`config.mk`:
```
export PLATFORM = sky130hd
export DESIGN_NAME = serial_pattern_gen_flat
export DESIGN_NICKNAME = d
export VERILOG_FILES = /design/src/rtl/serial_pattern_gen_if.sv /design/src/rtl/serial_pattern_gen.sv /design/src/flat_wrapper.sv
export SDC_FILE = /design/constraint.sdc
export NUM_CORES = 1
export LEC_CHECK = 0
export BUFFER_PORTS_ARGS = -buffer_cell sky130_fd_sc_hd__buf_2
export CAP_MARGIN = 20
export CORE_MARGIN = 4
export CORE_UTILIZATION = 55
export DETAILED_ROUTE_END_ITERATION = 12
export PLACE_DENSITY = 0.77
export SLEW_MARGIN = 30
export SYNTH_ARGS = -nofsm -noshare
export SYNTH_HDL_FRONTEND = slang
export SYNTH_SLANG_ARGS = --single-unit
```
`constraint.sdc`:
```
create_clock -name clock -period 4.4 [get_ports clock]
set_input_delay 0.44 -clock clock [delete_from_list [all_inputs] [get_ports clock]]
set_output_delay 0.44 -clock clock [all_outputs]
set_load 0.02 [all_outputs]
```
`src/rtl/serial_pattern_gen_if.sv`:
```
// serial_pattern_gen_if: control inputs and serial outputs of the pattern transmitter
interface serial_pattern_gen_if #(
    parameter int WIDTH = 8,
    parameter int RPT_W = 4,
    parameter int LW = $clog2(WIDTH + 1)
);
    logic start;
    logic [WIDTH-1:0] pattern;
    logic [LW-1:0] len;
    logic [RPT_W-1:0] rpt;
    logic gap;
    logic sout;
    logic valid;
    logic busy;
    logic done;
    logic err;
    modport master(output start, pattern, len, rpt, gap, input sout, valid, busy, done, err);
    modport slave(input start, pattern, len, rpt, gap, output sout, valid, busy, done, err);
endinterface

```
`src/rtl/serial_pattern_gen.sv`:
```
// serial_pattern_gen: loads a 1..WIDTH bit pattern and shifts it out MSB-first,
// optionally repeated with one idle cycle between repetitions
module serial_pattern_gen #(
    parameter int WIDTH = 8,
    parameter int RPT_W = 4,
    parameter int LW = $clog2(WIDTH + 1)
) (
    input logic clock,
    input logic rst,
    serial_pattern_gen_if.slave bus
);
    typedef enum logic [1:0] {IDLE, SHIFT, GAP} state_t;
    localparam logic [LW-1:0] LEN_MAX = LW'(WIDTH);
    state_t state, state_n;
    logic [WIDTH-1:0] pat, pat_n, src;
    logic [LW-1:0] ln, ln_n, idx, idx_n;
    logic [RPT_W-1:0] rc, rc_n;
    logic gp, gp_n, legal, sout_n, valid_n, busy_n, done_n, err_n;
    always_comb begin
        legal = bus.len != '0 && bus.len <= LEN_MAX;
        state_n = state;
        pat_n = pat;
        ln_n = ln;
        rc_n = rc;
        gp_n = gp;
        idx_n = idx;
        src = pat;
        valid_n = 1'b0;
        busy_n = 1'b0;
        err_n = 1'b0;
        case (state)
            IDLE: if (bus.start) begin
                if (legal) begin
                    state_n = SHIFT;
                    pat_n = bus.pattern;
                    ln_n = bus.len;
                    rc_n = bus.rpt;
                    gp_n = bus.gap;
                    idx_n = bus.len - 1'b1;
                    src = bus.pattern;
                    valid_n = 1'b1;
                    busy_n = 1'b1;
                end else err_n = 1'b1;
            end
            SHIFT: begin
                busy_n = 1'b1;
                if (idx != '0) begin
                    idx_n = idx - 1'b1;
                    valid_n = 1'b1;
                end else if (rc == '0) begin
                    state_n = IDLE;
                    busy_n = 1'b0;
                end else begin
                    rc_n = rc - 1'b1;
                    state_n = gp ? GAP : SHIFT;
                    idx_n = gp ? idx : ln - 1'b1;
                    valid_n = !gp;
                end
            end
            GAP: begin
                state_n = SHIFT;
                idx_n = ln - 1'b1;
                valid_n = 1'b1;
                busy_n = 1'b1;
            end
            default: state_n = IDLE;
        endcase
        // done marks the bit that leaves both the index and repeat counter at zero
        sout_n = valid_n && |(src & (WIDTH'(1) << idx_n));
        done_n = valid_n && idx_n == '0 && rc_n == '0;
    end
    always_ff @(posedge clock or negedge rst) begin
        if (!rst) begin
            state <= IDLE;
            pat <= '0;
            ln <= '0;
            rc <= '0;
            gp <= 1'b0;
            idx <= '0;
            bus.sout <= 1'b0;
            bus.valid <= 1'b0;
            bus.busy <= 1'b0;
            bus.done <= 1'b0;
            bus.err <= 1'b0;
        end else begin
            state <= state_n;
            pat <= pat_n;
            ln <= ln_n;
            rc <= rc_n;
            gp <= gp_n;
            idx <= idx_n;
            bus.sout <= sout_n;
            bus.valid <= valid_n;
            bus.busy <= busy_n;
            bus.done <= done_n;
            bus.err <= err_n;
        end
    end
endmodule

```
`src/flat_wrapper.sv`:
```
// flat-port wrapper written by rule: the top's interface ports become plain ports
module serial_pattern_gen_flat 
#(
    parameter int WIDTH = 8,
    parameter int RPT_W = 4,
    parameter int LW = $clog2(WIDTH + 1)
)
  (clock, rst, bus_start, bus_pattern, bus_len, bus_rpt, bus_gap, bus_sout, bus_valid, bus_busy, bus_done, bus_err);
  serial_pattern_gen_if #(.WIDTH(WIDTH), .RPT_W(RPT_W), .LW(LW)) bus_i ();
  input logic clock;
  input logic rst;
  input wire logic [$bits(bus_i.start)-1:0] bus_start;
  input wire logic [$bits(bus_i.pattern)-1:0] bus_pattern;
  input wire logic [$bits(bus_i.len)-1:0] bus_len;
  input wire logic [$bits(bus_i.rpt)-1:0] bus_rpt;
  input wire logic [$bits(bus_i.gap)-1:0] bus_gap;
  output wire logic [$bits(bus_i.sout)-1:0] bus_sout;
  output wire logic [$bits(bus_i.valid)-1:0] bus_valid;
  output wire logic [$bits(bus_i.busy)-1:0] bus_busy;
  output wire logic [$bits(bus_i.done)-1:0] bus_done;
  output wire logic [$bits(bus_i.err)-1:0] bus_err;
  assign bus_i.start = bus_start;
  assign bus_i.pattern = bus_pattern;
  assign bus_i.len = bus_len;
  assign bus_i.rpt = bus_rpt;
  assign bus_i.gap = bus_gap;
  assign bus_sout = bus_i.sout;
  assign bus_valid = bus_i.valid;
  assign bus_busy = bus_i.busy;
  assign bus_done = bus_i.done;
  assign bus_err = bus_i.err;
  serial_pattern_gen #(.WIDTH(WIDTH), .RPT_W(RPT_W), .LW(LW)) u_core (.clock(clock), .rst(rst), .bus(bus_i));
endmodule
```
Word-level counts from Yosys, hierarchy flattened

Cells that the tools add are included.
W data, S select, Z words.

Multiply operators: 0
$add $sub $neg: 4
Equal/unequal tests: 5
Mux-type cells: 31
Order comparisons: 1
Bitwise operators: 1
Reductions and logical operators: 14
Shift operators: 1
Divide/modulo/power cells: 0

Operators by type and width:

| cell                  | number |
|---|---|
| $mux W4               | 9 |
| $mux W8               | 3 |
| $sub A4 B1 Y4 const B | 4 |
| $logic_not A4 Y1      | 3 |
| $pmux W4 S3           | 1 |
| $mux W2               | 5 |
| $mux W1               | 9 |
| $and A8 B8 Y8         | 1 |
| $pmux W4 S2           | 1 |
| $reduce_bool A4 Y1    | 2 |
| $reduce_or A8 Y1      | 1 |
| $shl A1 B4 Y8 const A | 1 |
| $pmux W1 S3           | 2 |
| $pmux W2 S3           | 1 |
| $reduce_and A3 Y1     | 2 |
| $le A4 B4 Y1 const B  | 1 |
| $logic_and A1 B1 Y1   | 4 |
| $ne A2 B2 Y1 const B  | 2 |
| $eq A2 B1 Y1 const B  | 1 |
| $eq A2 B2 Y1 const B  | 1 |
| $logic_not A2 Y1      | 1 |
| $ne A2 B1 Y1 const B  | 1 |
| $logic_not A1 Y1      | 1 |

Memory bits (writable): 0
ROM bits: 0
Bits in registers: 28
Word-level logic and storage cells: 68
Memories: 0
Output and inout bits: 5
Bits in latches: 0
Input port bits: 20

Longest topological paths before layout

Word-level depth: 9
Mapped depth: 10
Depth with buffers taken out: 10

Least setup slack after synthesis

OpenSTA, ideal clock, no wires.

Path type: reg2reg
Start: register u_core.idx[0]
End: register u_core.bus.done
Setup time: 0.096 ns
Stages on the path, launching flop included: 10
Arrival: 2.207 ns
Period minus slack after synthesis: 2.303 ns
Path buffers: 0
Slack: 2.097 ns
Required time: 4.304 ns
Cell sequence: dfrtp_1 -> inv_1 -> ha_1 -> or3b_4 -> nand3_2 -> o311ai_4 -> a211oi_4 -> inv_2 -> or3_1 -> nor4_2

Longest elaborated chain between the ends: 7
Elaborated cells on any way between the ends: 16
Classes of those cells: 1 x add/sub; 10 x mux; 5 x reduce/logical

RTL lines:

| element                                                               | line                        | source |
|---|---|---|
| from (decl)                                                           | serial_pattern_gen.sv:16    | `logic [LW-1:0] ln, ln_n, idx, idx_n;` |
| from (signal assigned)                                                | serial_pattern_gen.sv:91    | `idx <= idx_n;` |
| parallel branches: the longest is 3 deep, another holds $sub A4 B1 Y4 | --                          |  |
| $pmux W4 S3 (*)                                                       | serial_pattern_gen.sv:31    | `case (state)` |
| named net u_core.idx_n[0]                                             | serial_pattern_gen.sv:16    |  |
| $logic_not A4 Y1 (*)                                                  | serial_pattern_gen.sv:70    | `done_n = valid_n && idx_n == '0 && rc_n == '0;` |
| $logic_and A1 B1 Y1 (*) (2 in series)                                 | serial_pattern_gen.sv:70    |  |
| named net u_core.done_n                                               | serial_pattern_gen.sv:18    | `logic gp, gp_n, legal, sout_n, valid_n, busy_n, done_n, err_n;` |
| to (signal assigned)                                                  | serial_pattern_gen.sv:95    | `bus.done <= done_n;` |
| to (decl)                                                             | serial_pattern_gen_if.sv:18 | `modport slave(input start, pattern, len, rpt, gap, output sout, valid, busy, done, err);` |

Mark *: on every way through the listed nets, which the timed path passes.
A chain may end at the register's enable or synchronous reset.

Worst setup path in the final report

Start: register u_core.state[0]
End: register u_core.bus.done

Elaborated cells on any way between the ends: 10
Classes of those cells: 2 x eq/ne; 3 x mux; 5 x reduce/logical

RTL lines:

| element                                                 | line                     | source |
|---|---|---|
| from (decl)                                             | serial_pattern_gen.sv:14 | `state_t state, state_n;` |
| from (signal assigned)                                  | serial_pattern_gen.sv:86 | `state <= state_n;` |
| $eq A2 B1 Y1 / $logic_not A2 Y1 (equally long branches) | serial_pattern_gen.sv:31 |  |
| $pmux W4 S2 (*)                                         | serial_pattern_gen.sv:31 |  |
| named net u_core.rc_n[1]                                | serial_pattern_gen.sv:17 | `logic [RPT_W-1:0] rc, rc_n;` |
| $logic_not A4 Y1 (*)                                    | serial_pattern_gen.sv:70 |  |
| $logic_and A1 B1 Y1 (*)                                 | serial_pattern_gen.sv:70 |  |
| named net u_core.done_n                                 | serial_pattern_gen.sv:18 |  |

Mark *: on every way through the listed nets, which the timed path passes. The rest lies on a longest branch.

==> out/results.tsv <==
metric	value	unit
outcome	completed	
track_usage	19.45	%
met3_usage	3.691	%
start_util	56.78	%
yosys.area_share.xor_xnor	3.930	%
synth_compound_gate_area_share	19.07	%
grt_max_degree	29	
slew_violations	0	
num-nets-final	223	
cts.sinks	28	
dieArea	4084	sq um
finalCritPeriodShare	62.29	%
cp_slowest_cell	nor2_1	
die_w	63.91	um
drive_above_1_share	25.38	%
p_int	744.6	uW
grt_pass1_vias	1337	
finClkSkew	0.008062	ns
avgSynthCellArea	9.880	sq um
holdWs	0.07888	ns
synth_area_leaders	dfrtp_1 (41%), mux2_2 (5.9%), nand2_1 (3.9%)	
postSynthCellCount	174	
worstPathRequired	4.65	ns
routabilityCongestion	0.9358	
crit_arrival	2.99	ns
core_region_area	3028	sq um
antenna_found_initial	0	
worst-path-buf-inv	0	
cts_buffers	3	
max_stage_delay	0.68	ns
ys.flop_type	dfrtp_1	
area_delta_synth_final	10.77	%
wl_per_cell	15.51	um
cts.repair.resized	0	
synth_area_leader_cell	dfrtp_1	
yosys_warnings	0	
fin_total_pwr	1.354	mW
synth_top_family_by_area	simple AND/OR/NAND/NOR gates	
leakagePower	0.8875	nW
drtIter0Drc	103	
dp_hpwl	2920	um
cts_root_buf	clkbuf_4	
dr.pass1.iters	4	
grt.overflow.total	0	
num_rows	20	
io_pins	25	
rsz0062_at_grt	false	
switching_share	45.01	%
synth_area	1719	sq um
ys_top_cells_by_count	dfrtp_1 (28), nand2_1 (18), nor2_1 (18)	
path_clk_slew	0.15	ns
worstPathMaxFanout	13	
yosysTopAreaCellShare	40.76	%
slew_headroom	43.28	%
grt.met2_usage	33.81	%
cts_max_level	1	
grtUsageMet1	23.81	%
synth.net_count	199	
fillers	260	
setup_tns	0	ns
end_kind	flip-flop	
yosysSeqAreaShare	40.76	%
fin_crit	2.741	ns
cts_tree	yes	
worstSkewPairLatency	0.33	ns
via_per_inst	5.726	
crit_family	simple AND/OR/NAND/NOR gates	
port_buffers	24	
crit_path_frequent_cell	nor2_1	
hold_viol	0	
routed_wl	3738	um
powerDensity	711.1	nW/um^2
vias	1380	
clockPowerShare	9.4	%
switchingPower	609.5	uW
ys_ff_latch	28	
synth.most_common_cell	dfrtp_1	
post_cts_buffers	0	
synth.distinct_cells	47	
final_core_util	62.89	%
synth_edf_count	0	
startpoint_type	flip-flop	
cp_cell_sequence	nor2_1 -> nand2_1 -> nor2_1 -> nor2_1 -> a221o_1 -> or3_1 -> nor4_2	
p_comb_share	55.3	%
cts-hold-fix-buffers	0	
synthSimpleGateAreaFrac	20.01	%
postRouteAntennaNets	0	
final-setup-viol-count	0	
die-height	63.91	um
route.detailed.drc	0	
maxCapViolations	0	
irDropWorstVdd	332.5	uV
synthMuxAreaShare	8.224	%
n_antenna_cell	0	
seqPwrFrac	35.3	%
hp-class	input port to async pin	
synth-adder-area-share	3.639	%
worst_pin_slew	0.8476	ns
worstSetupPathType	flip-flop to flip-flop	
grt_pass1_wl	6141	um
gr-max-usage-layer	met2	
clk_path_buf_depth	2	
fmax	364.8	MHz
async_reset_ff_share	100.0	%
[power groups by stage]
stage / clock network [mW] / logic [mW] / registers (mW)
3_5_place_dp: 0 / 0.740 / 0.482
6_report: 0.128 / 0.748 / 0.478
2_1_floorplan: 0 / 0.584 / 0.462
4_1_cts: 0.129 / 0.746 / 0.476
5_1_grt: 0.139 / 0.830 / 0.494
3_3_place_gp: 0 / 0.715 / 0.477
[cell families (layout without fill, tap and decap cells)]
logic type               Yosys count  in the layout
adder cells (fa/ha/maj)            5              5
flip-flops                        28             28
AO/OA/AOI/OAI                     40             40
XOR/XNOR                           6              6
buffers and inverters             18             41
multiplexers                      13             13
AND/OR/NAND/NOR                   64             64
[layout by cell type, fill, tap and decap left out, types with 3 or more instances in the layout]
master / n
and2_1: 3
mux2i_1: 4
nor2b_1: 3
o21ai_0: 10
ha_1: 5
buf_2: 24
a21oi_1: 10
inv_1: 12
clkbuf_4: 3
or3_1: 3
mux2_2: 9
nor3_1: 5
dfrtp_1: 28
xor2_1: 3
o211ai_1: 4
nand2_1: 18
nor2_1: 18
[layout make-up]
class	count	area [sq um]	share of cell area, %
flip-flops and latches	28	700.7	36.79
inverters	13	48.80	2.562
repair buffers	24	120.1	6.307
well taps	44	55.05	2.891
multi-input cells	128	943.4	49.54
clock buffers	4	36.28	1.905
[stage by stage]
stage | area (sq um) | instances | worst slack, ns
detailed placement | 1868 | 237 | 1.449
global placement | 1868 | 237 | 1.618
floorplan | 1719 | 174 | 2.097
global route | 1904 | 241 | 1.450
finish | 1904 | 241 | 1.659
CTS | 1904 | 241 | 1.678
[per-layer routing]
metal | routed length (um) | vias to the layer above
met4 | 47 | 0
met2 | 1912 | 42
met3 | 201 | 4
met5 | 0 | -
met1 | 1576 | 673
li1 | - | 661
[flip-flops by register name (all words and copies together), names as in the netlist]
| register | flops |
|---|---|
| u_core.gp | 1 |
| u_core.idx | 4 |
| u_core.state | 2 |
| u_core.bus.valid | 1 |
| u_core.bus.busy | 1 |
| u_core.bus.err | 1 |
| u_core.rc | 4 |
| u_core.bus.done | 1 |
| u_core.ln | 4 |
| u_core.bus.sout | 1 |
| u_core.pat | 8 |
[worst reg2reg max path, cell delays in order (launching register included)]
cell and delay [ns]:
dfrtp_1 0.58, nor2_1 0.23, nand2_1 0.17, nor2_1 0.68
nor2_1 0.17, a221o_1 0.35, or3_1 0.36, nor4_2 0.13
[worst paths after layout]
kind | startpoint | endpoint | slack (ns) | cells after the start
worst min register to register | u_core.pat[2] | u_core.pat[2] | 0.52 | 1
min in group clock | bus_gap | u_core.gp | 0.30 | 3
max in group asynchronous | rst | u_core.pat[6] | 3.91 | 1
worst min-delay path | rst | u_core.bus.err | 0.08 | 1
worst max-delay path | u_core.state[0] | u_core.bus.done | 1.66 | 7
worst max register to register | u_core.state[0] | u_core.bus.done | 1.66 | 7
(Power assumes the default switching activity.)
